--- src/rtl/cmp_pkg.sv ---
// Shared types and the golden comparator model for the comparator self-test engine.
package cmp_pkg;

    typedef enum logic [2:0] {
        ST_IDLE   = 3'd0,
        ST_LOAD   = 3'd1,
        ST_SETTLE = 3'd2,
        ST_CHECK  = 3'd3,
        ST_DONE   = 3'd4
    } bist_state_t;

    localparam logic [2:0] FLAG_EQ = 3'b100;
    localparam logic [2:0] FLAG_LT = 3'b010;
    localparam logic [2:0] FLAG_GT = 3'b001;

    // Operands arrive zero-extended so one function serves any operand width.
    function automatic logic [2:0] cmp_golden(input logic [31:0] a, input logic [31:0] b);
        logic [2:0] flags;
        if (a == b)
            flags = FLAG_EQ;
        else if (a < b)
            flags = FLAG_LT;
        else
            flags = FLAG_GT;
        return flags;
    endfunction

endpackage

--- src/rtl/comparator_bist_if.sv ---
// Bus between the self-test engine (master) and the comparator/host side (slave).
interface comparator_bist_if #(
    parameter int WIDTH     = 4,
    parameter int ERR_CNT_W = 8
);
    logic                 start;
    logic [WIDTH-1:0]     dut_a;
    logic [WIDTH-1:0]     dut_b;
    logic                 dut_eq;
    logic                 dut_lt;
    logic                 dut_gt;
    logic                 busy;
    logic                 done;
    logic                 pass;
    logic [ERR_CNT_W-1:0] err_count;
    logic [WIDTH-1:0]     fail_a;
    logic [WIDTH-1:0]     fail_b;
    logic [2:0]           fail_flags;

    modport master (
        input  start, dut_eq, dut_lt, dut_gt,
        output dut_a, dut_b, busy, done, pass, err_count, fail_a, fail_b, fail_flags
    );

    modport slave (
        output start, dut_eq, dut_lt, dut_gt,
        input  dut_a, dut_b, busy, done, pass, err_count, fail_a, fail_b, fail_flags
    );
endinterface

--- src/rtl/cmp_vector_gen.sv ---
// Sweep counter over all (a,b) operand pairs; a is the upper half so b varies fastest.
module cmp_vector_gen #(
    parameter int WIDTH = 4
) (
    input  logic             clk,
    input  logic             rst_n,
    input  logic             i_clear,
    input  logic             i_step,
    output logic [WIDTH-1:0] o_a,
    output logic [WIDTH-1:0] o_b,
    output logic             o_last
);
    logic [2*WIDTH-1:0] r_cnt;

    always_ff @(posedge clk or negedge rst_n) begin
        if (!rst_n)
            r_cnt <= '0;
        else if (i_clear)
            r_cnt <= '0;
        else if (i_step)
            r_cnt <= r_cnt + 1'b1;
    end

    assign o_a = r_cnt[2*WIDTH-1:WIDTH];
    assign o_b = r_cnt[WIDTH-1:0];

    // Explicit all-ones match on both halves so the end of sweep never depends on wrap.
    assign o_last = (o_a == {WIDTH{1'b1}}) && (o_b == {WIDTH{1'b1}});
endmodule

--- src/rtl/comparator_bist.sv ---
// Exhaustive self-test of a magnitude comparator: sweeps every operand pair, checks the
// eq/lt/gt flags against the golden model, counts errors and captures the first failure.
module comparator_bist
    import cmp_pkg::*;
#(
    parameter int WIDTH         = 4,
    parameter int SETTLE_CYCLES = 2,
    parameter int ERR_CNT_W     = 8
) (
    input  logic                     clk,
    input  logic                     rst_n,
    comparator_bist_if.master        bus
);
    localparam int SCW = (SETTLE_CYCLES > 1) ? $clog2(SETTLE_CYCLES) : 1;

    bist_state_t          r_state;
    logic [SCW-1:0]       r_settle_cnt;
    logic [WIDTH-1:0]     r_dut_a;
    logic [WIDTH-1:0]     r_dut_b;
    logic                 r_busy;
    logic                 r_done;
    logic                 r_pass;
    logic [ERR_CNT_W-1:0] r_err_count;
    logic [WIDTH-1:0]     r_fail_a;
    logic [WIDTH-1:0]     r_fail_b;
    logic [2:0]           r_fail_flags;

    logic [WIDTH-1:0]     w_vec_a;
    logic [WIDTH-1:0]     w_vec_b;
    logic                 w_last;
    logic                 w_start_ok;
    logic                 w_gen_step;
    logic [2:0]           w_obs;
    logic [2:0]           w_golden;
    logic                 w_mismatch;
    logic [ERR_CNT_W-1:0] w_err_next;

    assign w_start_ok = bus.start && ((r_state == ST_IDLE) || (r_state == ST_DONE));
    assign w_gen_step = (r_state == ST_CHECK) && !w_last;

    cmp_vector_gen #(
        .WIDTH (WIDTH)
    ) u_vector_gen (
        .clk     (clk),
        .rst_n   (rst_n),
        .i_clear (w_start_ok),
        .i_step  (w_gen_step),
        .o_a     (w_vec_a),
        .o_b     (w_vec_b),
        .o_last  (w_last)
    );

    // Checking the registered operands keeps the golden value tied to what the comparator sees.
    assign w_obs      = {bus.dut_eq, bus.dut_lt, bus.dut_gt};
    assign w_golden   = cmp_golden(32'(r_dut_a), 32'(r_dut_b));
    assign w_mismatch = (r_state == ST_CHECK) && (w_obs != w_golden);
    assign w_err_next = (w_mismatch && !(&r_err_count)) ? r_err_count + 1'b1 : r_err_count;

    always_ff @(posedge clk or negedge rst_n) begin
        if (!rst_n) begin
            r_state      <= ST_IDLE;
            r_settle_cnt <= '0;
            r_dut_a      <= '0;
            r_dut_b      <= '0;
            r_busy       <= 1'b0;
            r_done       <= 1'b0;
            r_pass       <= 1'b0;
            r_err_count  <= '0;
            r_fail_a     <= '0;
            r_fail_b     <= '0;
            r_fail_flags <= '0;
        end else begin
            case (r_state)
                ST_IDLE, ST_DONE: begin
                    if (w_start_ok) begin
                        r_state      <= ST_LOAD;
                        r_busy       <= 1'b1;
                        r_done       <= 1'b0;
                        r_pass       <= 1'b0;
                        r_err_count  <= '0;
                        r_fail_a     <= '0;
                        r_fail_b     <= '0;
                        r_fail_flags <= '0;
                    end
                end
                ST_LOAD: begin
                    r_dut_a      <= w_vec_a;
                    r_dut_b      <= w_vec_b;
                    r_settle_cnt <= SCW'(SETTLE_CYCLES - 1);
                    r_state      <= ST_SETTLE;
                end
                ST_SETTLE: begin
                    if (r_settle_cnt == '0)
                        r_state <= ST_CHECK;
                    else
                        r_settle_cnt <= r_settle_cnt - 1'b1;
                end
                ST_CHECK: begin
                    r_err_count <= w_err_next;
                    // A zero count means no mismatch yet this sweep; it never wraps back to zero.
                    if (w_mismatch && (r_err_count == '0)) begin
                        r_fail_a     <= r_dut_a;
                        r_fail_b     <= r_dut_b;
                        r_fail_flags <= w_obs;
                    end
                    if (w_last) begin
                        r_state <= ST_DONE;
                        r_busy  <= 1'b0;
                        r_done  <= 1'b1;
                        r_pass  <= (w_err_next == '0);
                    end else begin
                        r_state <= ST_LOAD;
                    end
                end
                default: r_state <= ST_IDLE;
            endcase
        end
    end

    assign bus.dut_a      = r_dut_a;
    assign bus.dut_b      = r_dut_b;
    assign bus.busy       = r_busy;
    assign bus.done       = r_done;
    assign bus.pass       = r_pass;
    assign bus.err_count  = r_err_count;
    assign bus.fail_a     = r_fail_a;
    assign bus.fail_b     = r_fail_b;
    assign bus.fail_flags = r_fail_flags;
endmodule

--- src/flat_wrapper.sv ---
// flat-port wrapper written by rule: the top's interface ports become plain ports
module comparator_bist_flat import cmp_pkg::*;
#(
    parameter int WIDTH         = 4,
    parameter int SETTLE_CYCLES = 2,
    parameter int ERR_CNT_W     = 8
)
  (clk, rst_n, bus_start, bus_dut_eq, bus_dut_lt, bus_dut_gt, bus_dut_a, bus_dut_b, bus_busy, bus_done, bus_pass, bus_err_count, bus_fail_a, bus_fail_b, bus_fail_flags);
  comparator_bist_if #(.WIDTH(WIDTH), .ERR_CNT_W(ERR_CNT_W)) bus_i ();
  input  logic clk;
  input  logic rst_n;
  input wire logic [$bits(bus_i.start)-1:0] bus_start;
  input wire logic [$bits(bus_i.dut_eq)-1:0] bus_dut_eq;
  input wire logic [$bits(bus_i.dut_lt)-1:0] bus_dut_lt;
  input wire logic [$bits(bus_i.dut_gt)-1:0] bus_dut_gt;
  output wire logic [$bits(bus_i.dut_a)-1:0] bus_dut_a;
  output wire logic [$bits(bus_i.dut_b)-1:0] bus_dut_b;
  output wire logic [$bits(bus_i.busy)-1:0] bus_busy;
  output wire logic [$bits(bus_i.done)-1:0] bus_done;
  output wire logic [$bits(bus_i.pass)-1:0] bus_pass;
  output wire logic [$bits(bus_i.err_count)-1:0] bus_err_count;
  output wire logic [$bits(bus_i.fail_a)-1:0] bus_fail_a;
  output wire logic [$bits(bus_i.fail_b)-1:0] bus_fail_b;
  output wire logic [$bits(bus_i.fail_flags)-1:0] bus_fail_flags;
  assign bus_i.start = bus_start;
  assign bus_i.dut_eq = bus_dut_eq;
  assign bus_i.dut_lt = bus_dut_lt;
  assign bus_i.dut_gt = bus_dut_gt;
  assign bus_dut_a = bus_i.dut_a;
  assign bus_dut_b = bus_i.dut_b;
  assign bus_busy = bus_i.busy;
  assign bus_done = bus_i.done;
  assign bus_pass = bus_i.pass;
  assign bus_err_count = bus_i.err_count;
  assign bus_fail_a = bus_i.fail_a;
  assign bus_fail_b = bus_i.fail_b;
  assign bus_fail_flags = bus_i.fail_flags;
  comparator_bist #(.WIDTH(WIDTH), .SETTLE_CYCLES(SETTLE_CYCLES), .ERR_CNT_W(ERR_CNT_W)) u_core (.clk(clk), .rst_n(rst_n), .bus(bus_i));
endmodule
--- config.mk ---
export PLATFORM = sky130hd
export DESIGN_NAME = comparator_bist_flat
export DESIGN_NICKNAME = d
export VERILOG_FILES = /design/src/rtl/cmp_pkg.sv /design/src/rtl/comparator_bist_if.sv /design/src/rtl/cmp_vector_gen.sv /design/src/rtl/comparator_bist.sv /design/src/flat_wrapper.sv
export SDC_FILE = /design/constraint.sdc
export NUM_CORES = 1
export LEC_CHECK = 0
export CAP_MARGIN = 40
export CORE_ASPECT_RATIO = 0.6
export CORE_MARGIN = 2
export CORE_UTILIZATION = 35
export DETAILED_ROUTE_END_ITERATION = 8
export GPL_TIMING_DRIVEN = 0
export MAX_ROUTING_LAYER = met4
export SYNTH_ARGS = -nofsm -noshare
export SYNTH_HDL_FRONTEND = slang
export SYNTH_SLANG_ARGS = --single-unit
--- constraint.sdc ---
create_clock -name clk -period 2 [get_ports clk]
set_clock_uncertainty 0.1 [all_clocks]
set_input_delay 0.2 -clock clk [delete_from_list [all_inputs] [get_ports clk]]
set_output_delay 0.2 -clock clk [all_outputs]
set_load 0.02 [all_outputs]
==> metrics.md, run 1 <==
| Metric | Value |
|---|---|
| GRT Total Usage | `0.173` |
| Drt wl/cell | `about 15 um` |
| Worst setup EP type | `flop` |
| Yosys warning total | `0` |
| Cell variety after synth | `46` |
| Cell Chain, Critical Path | `ha_4, nand4_1, mux2_4, a21o_1, buf_6, nor4_4, o21ai_1, o31ai_1` |
| Post-DP HPWL | `roughly 4000 um` |
| Synth-to-Final Area Change | `40.6%` |
| Failing checks | `negative setup slack` |
| Dominant cell type by area after synthesis | `dfrtp_1` |
| Most frequent cells in the layout | `34 x clkdlybuf4s50_1, 33 x dfrtp_1, 29 x nand2_1, 18 x nor2_1, 16 x inv_1` |
| CP max stage cell | `dfrtp_2` |
| Final worst slack | `-0.275 ns` |
| Post-DRT Antenna Nets | `0` |
| Post-Place Setup Slack | `-0.349 ns` |
| Switching Share | `0.405` |
| FF+latch area | `1060 um^2` |
| Cts bufs inserted | `5` |
| Post-layout min period | `2.28 ns` |
| CTS tree | `built` |
| Via Count | `between 1500 and 2000` |
| Final count of hold timing violations | `0` |
| Antenna violations before repair | `0` |
| CTS Sinks | `42` |
| CP Class | `flop to flop` |
| Count of pins over their slew limit | `0` |
| Worst IR Drop VDD | `0.499 mV` |
| Primary FF master, synth | `dfrtp_1` |
| Comb pwr share | `0.535` |
| Gp weighted congestion | `0.903` |
| DR pass1 iterations | `4` |
| Multi-input logic area | `1280 um^2` |
| Req. time, crit path | `~2.1 ns` |
| Fill count | `606` |
| Layout cells sized above 1 | `0.267` |
| Die ar. | `7220 um^2` |
| Post-route DRC | `0` |
| Startpoint of the worst-slack reg-to-reg timing path | `u_core.bus.dut_b[0]$_DFFE_PN0P_` |
| Worst Hold Class | `input port to asynchronous set/reset pin` |
| Port Buf Inserts | `35` |
| Post-synth top area share | `0.460` |
| Area after DPL | `2830 um^2` |
| Crit Path Max Fanout | `3` |
| H-Tree Depth | `2` |
| Core Area | `6220 um^2` |
| Die Y | `around 67 um` |
| FF-to-FF setup slack | `-0.28 ns` |
| Status | `complete, but fails checks` |
| Post-synthesis cell count | `roughly 240` |
| Synth async-reset ratio | `1.00` |
| Most common cell after layout, fill and taps aside | `clkdlybuf4s50_1` |
| Mapped Area | `roughly 2300 um^2` |
| First-pass GRT wire length | `9290 um` |
| PD cells | `1280 nW/um^2` |
| Worst-path clk slew | `roughly 0.080 ns` |
| Final WL | `5600 um` |
| Root buf cell | `clkbuf_8` |
| Normalized max-slew margin | `0.626` |
| Final Cell Area | `about 3200 um^2` |
| Synthesized flop and latch total | `42` |
| Syn Nets | `around 250` |
| Slew @ Worst Pin | `about 0.56 ns` |
| Die width | `roughly 110 um` |
| Synth top area cells | `dfrtp_1 46%, mux2i_1 5.7%, nand2_1 4.8%` |
| Starting density of the core | `0.368` |
| RSZ-0062 raised after global routing | `yes` |
| Largest net degree at the start of global routing | `26` |
| IO Pins | `36` |
| Clock share of power | `0.165` |
| Setup violations, final | `18` |
| Total negative slack | `-3.56 ns` |
| Clk buf depth | `2` |
| Rows | `22` |
| Initial DRC Count | `80` |
| Via density per instance | `around 5` |
| Reg power frac | `0.300` |
| Vias in the first global route | `1824` |
| N_diodes | `0` |
| Crit-path max cell delay | `around 0.44 ns` |
| Int Pwr | `roughly 0.0024 W` |
| Post-synthesis area per instance | `between 9 and 10 um^2` |
| Clk_lat worst skew | `0.30 ns` |
| Switch Pwr | `0.00166 W` |
| CP startpoint | `u_core.bus.dut_b[0]$_DFFE_PN0P_` |
| Critical path buffer and inverter count | `1` |
| Family with the most delay on the worst path | `compound AO/OA/AOI/OAI gates` |
| Leakage | `between 1 and 1.5 nW` |
| Layout net count | `~310` |
| Post-synth EDFFs | `0` |
| Fin crit share | `1.14` |
| FMAX | `around 440 MHz` |
| CP arrival | `2.38 ns` |
| Crit path launch type | `flop` |
| Residual overflow from global routing | `0` |
| Max capacitance violation total | `0` |
| Sequential share of the synthesized area | `0.460` |
power by group through the flow:
stage	clock network [W]	logic (W)	registers, W
after CTS	0.000691	0.00202	0.00122
final	0.000678	0.00220	0.00123
after global placement	0	0.00181	0.00125
after global routing	0.000735	0.00240	0.00127
after floorplan	0	0.00112	0.00138
after detailed placement	0	0.00183	0.00125
per-layer routing:
| metal | part of all wire | track usage | vias to the layer above |
|---|---|---|---|
| met5 | 0 | - | - |
| met4 | 0.0080 | 0.0369 | 0 |
| met3 | 0.071 | 0.0460 | 5 |
| met2 | 0.37 | 0.227 | 56 |
| met1 | 0.55 | 0.261 | 903 |
| li1 | - | - | 950 |
final cells by class:
cell class / instances / share of cell area
Multi-Input combinational cell: 164 / 0.398
Sequential cell: 42 / 0.330
Buffer: 12 / 0.0202
Clock buffer: 6 / 0.0226
Inverter: 20 / 0.0233
Clock inverter: 2 / 0.0117
Tap cell: 84 / 0.0327
Timing Repair Buffer: 54 / 0.161
stage by stage:
stage	cells	util	hold WS, ns	power [W]
final	384	0.517	0.287	0.00411
after global routing	384	0.517	0.312	0.00440
after CTS	380	0.498	0.295	0.00393
after detailed placement	358	0.455	0.0665	0.00308
after global placement	357	0.452	0.398	0.00305
after floorplan	238	-	-0.196	0.00250
path summary, 6_finish.rpt:
path	end	cells past startpoint
worst max-delay path	u_core.bus.pass$_DFFE_PN0P_	8
worst min-delay path	u_core.bus.fail_b[2]$_DFFE_PN0P_	2
worst max register to register	u_core.bus.pass$_DFFE_PN0P_	8
worst min register to register	u_core.bus.fail_flags[2]$_DFFE_PN0P_	2
max in group asynchronous	u_core.bus.dut_a[3]$_DFFE_PN0P_	3
min in group clk	u_core.bus.fail_flags[2]$_DFFE_PN0P_	2
cell families (layout without fill, tap and decap cells):
logic type	Yosys count	count (layout)	share of synthesized area
and+or+nand+nor	89	89	0.206
DFF	42	42	0.460
AOI/OAI and AO/OA	40	40	0.113
buffers and inverters	32	94	0.0613
muxes	19	19	0.0881
xor gates and xnor gates	9	9	0.0345
adders and majority gates	7	7	0.0383
cells in the mapped netlist (2+ instances only):
library cell,count
a21oi_1,7
a21oi_2,2
a2bb2oi_1,2
a31oi_1,2
and3_1,3
buf_2,4
buf_6,2
clkbuf_1,6
dfrtp_1,42
ha_1,7
inv_1,20
mux2_2,5
mux2i_1,13
nand2_1,29
nand3_1,11
nand4_1,3
nor2_1,18
nor3_1,6
nor3b_1,2
nor4_1,4
o211ai_1,2
o21a_1,2
o21ai_0,13
o31a_1,2
o31ai_1,3
xnor2_1,6
xor2_1,3
registers in the layout, summed over array words and instances (netlist names), 3 cells and up:
name	cells
u_core.bus.dut_a	4
u_core.bus.dut_b	4
u_core.bus.err_count	8
u_core.bus.fail_a	4
u_core.bus.fail_b	4
u_core.bus.fail_flags	3
u_core.r_state	3
u_core.u_vector_gen.r_cnt	8
worst reg2reg max path, stage by stage (launching register included):
cell	delay [ns]
dfrtp_2	0.44
ha_4	0.26
nand4_1	0.16
mux2_4	0.36
a21o_1	0.20
buf_6	0.14
nor4_4	0.16
o21ai_1	0.10
o31ai_1	0.26
timing repair:
| item | 4_1_cts | 5_1_grt |
|---|---|---|
| pin swaps | 7 | 11 |
| gates cloned | 1 | 0 |
| setup buffers | 12 | 4 |
| setup endpoints to repair | 19 | 31 |
| hold endpoints to repair | 17 | 0 |
| gates resized for setup | 10 | 18 |
| hold buffers | 1 | 0 |
(Power assumes the default switching activity.)
==> run 2: changes to the inputs <==
Settings changed: DONT_BUFFER_PORTS set to 1.
==> metrics.md, run 2 (synthesis gave the netlist of run 1 again) <==
| Metric | Value |
|---|---|
| Status | `complete, but fails checks` |
| Failing checks | `negative setup slack` |
| Clk buf depth | `2` |
| Antenna violations before repair | `0` |
| Residual overflow from global routing | `0` |
| WP depth | `8` |
| Crit-path max cell delay | `a little over 0.5 ns` |
| CTS tree | `built` |
| Slew @ Worst Pin | `roughly 0.57 ns` |
| Fin crit share | `1.17` |
| Crit Path Max Fanout | `4` |
| Worst-path clk slew | `0.08 ns` |
| Cts bufs inserted | `5` |
| Crit path launch type | `flop` |
| Worst Hold Class | `input port to flop` |
| Initial DRC Count | `107` |
| Leakage | `~1.3 nW` |
| Drt wl/cell | `between 15 and 20 um` |
| Synth-to-Final Area Change | `28.6%` |
| Post-layout min period | `between 2 and 2.5 ns` |
| Post-route DRC | `0` |
| Layout net count | `around 280` |
| Core Area | `6220 um^2` |
| CP max stage cell | `dfrtp_2` |
| Critical path buffer and inverter count | `1` |
| CP Class | `flop to flop` |
| Starting density of the core | `0.368` |
| Worst setup EP type | `flop` |
| RSZ-0062 raised after global routing | `yes` |
| Normalized max-slew margin | `0.620` |
| Via density per instance | `roughly 5` |
| Multi-input logic area | `between 1000 and 1500 um^2` |
| Final Cell Area | `between 2000 and 3000 um^2` |
| Clk_lat worst skew | `a little over 0.3 ns` |
| Most common cell after layout, fill and taps aside | `dfrtp_1` |
| Count of pins over their slew limit | `0` |
| Post-DP HPWL | `approximately 3800 um` |
| CTS Sinks | `42` |
| First-pass GRT wire length | `~9500 um` |
| H-Tree Depth | `2` |
| Family with the most delay on the worst path | `multiplexers` |
| FF+latch area | `about 1100 um^2` |
| Final WL | `approximately 5800 um` |
| Final count of hold timing violations | `0` |
| Post-DRT Antenna Nets | `0` |
| Gp weighted congestion | `about 0.8` |
| Req. time, crit path | `around 2.1 ns` |
| Die Y | `around 67 um` |
| Most frequent cells in the layout | `32 x dfrtp_1, 28 x nand2_1, 18 x nor2_1, 17 x inv_1, 13 x mux2i_1` |
| Die width | `about 110 um` |
| Fill count | `between 600 and 700` |
| Layout cells sized above 1 | `0.298` |
| PD cells | `roughly 1300 nW/um^2` |
| Post-Place Setup Slack | `-0.377 ns` |
| IO Pins | `36` |
| Cells on worst reg2reg path | `8` |
| Vias in the first global route | `1775` |
| Hold path depth | `2` |
| Setup violations, final | `20` |
| Port Buf Inserts | `0` |
| Cell Chain, Critical Path | `ha_4, nand4_1, mux2_4, a21o_4, buf_4, nor4_4, mux2i_1, nor2_1` |
| CP arrival | `2.43 ns` |
| Area after DPL | `around 2500 um^2` |
| Largest net degree at the start of global routing | `43` |
| Via Count | `between 1500 and 2000` |
| Final worst slack | `-0.344 ns` |
| Worst IR Drop VDD | `0.563 mV` |
| DR pass1 iterations | `4` |
| Max capacitance violation total | `0` |
| Total negative slack | `-5.53 ns` |
| Root buf cell | `clkbuf_8` |
| N_diodes | `0` |
| FMAX | `roughly 430 MHz` |
| Rows | `22` |
| Die ar. | `7220 um^2` |
| GRT Total Usage | `0.183` |
run 2: cell count changes in the layout (fill, tap and decap cells not counted), sizes merged:
cell	change
dlygate4sd3	+3
buf	-5
nand2	+1
clkdlybuf4s50	-34
run 2: cell type report:
| class | instances | share of cell area |
|---|---|---|
| plain buffers | 12 | 0.0221 |
| clock buffers | 6 | 0.0247 |
| clock inverters | 2 | 0.0128 |
| inverters | 20 | 0.0255 |
| multi-input cells | 165 | 0.454 |
| flip-flops and latches | 42 | 0.362 |
| well taps | 84 | 0.0357 |
| repair buffers | 18 | 0.0638 |
run 2: stage by stage:
step,hold WS [ns],total power (W),utilization,cells
6_report,0.0358,0.00394,0.473,349
2_1_floorplan,-0.196,0.00250,-,238
4_1_cts,0.0306,0.00384,0.462,347
3_5_place_dp,-0.195,0.00280,0.396,322
5_1_grt,0.0491,0.00422,0.473,349
3_3_place_gp,-0.195,0.00278,0.396,322
run 2: layer usage:
layer,track usage,vias to the layer above,wire length [um]
li1,-,880,-
met1,0.265,855,2990
met2,0.241,47,2280
met3,0.0519,8,430
met4,0.0577,0,71
met5,-,-,0
run 2: path summary, 6_finish.rpt:
| check | start | slack, ns | end |
|---|---|---|---|
| worst min-delay path | bus_start | 0.04 | u_core.r_state[2]$_DFFE_PN0P_ |
| worst min register to register | u_core.r_state[2]$_DFFE_PN0P_ | 0.44 | u_core.r_state[1]$_DFFE_PN0P_ |
| worst max register to register | u_core.bus.dut_a[1]$_DFFE_PN0P_ | -0.34 | u_core.bus.err_count[6]$_DFFE_PN0P_ |
| min in group asynchronous | rst_n | 0.29 | u_core.bus.fail_a[0]$_DFFE_PN0P_ |
| max in group asynchronous | rst_n | 1.28 | u_core.bus.dut_a[1]$_DFFE_PN0P_ |
| worst max-delay path | u_core.bus.dut_a[1]$_DFFE_PN0P_ | -0.34 | u_core.bus.err_count[6]$_DFFE_PN0P_ |
run 2: where the power goes:
group | switching (W) | total, W | leakage [nW] | internal (W)
Combinational | 0.00101 | 0.00181 | 0.663 | 0.000801
Clock | 0.000317 | 0.000690 | 0.0514 | 0.000373
Sequential | 0.000387 | 0.00144 | 0.550 | 0.00105
Total | 0.00171 | 0.00394 | 1.26 | 0.00223
run 2: worst reg2reg max path, stage by stage, from the launching register on:
cell and delay, ns:
dfrtp_2 0.51, ha_4 0.30, nand4_1 0.16, mux2_4 0.37
a21o_4 0.21, buf_4 0.15, nor4_4 0.15, mux2i_1 0.23
nor2_1 0.05
run 2: timing repair:
| action | CTS | global route |
|---|---|---|
| pin swaps | 10 | 6 |
| setup buffers | 11 | 4 |
| gates resized for setup | 29 | 11 |
| cloned | 2 | 0 |
| setup endpoints to repair | 22 | 21 |
| hold buffers | 5 | 0 |
| hold endpoints to repair | 45 | 0 |
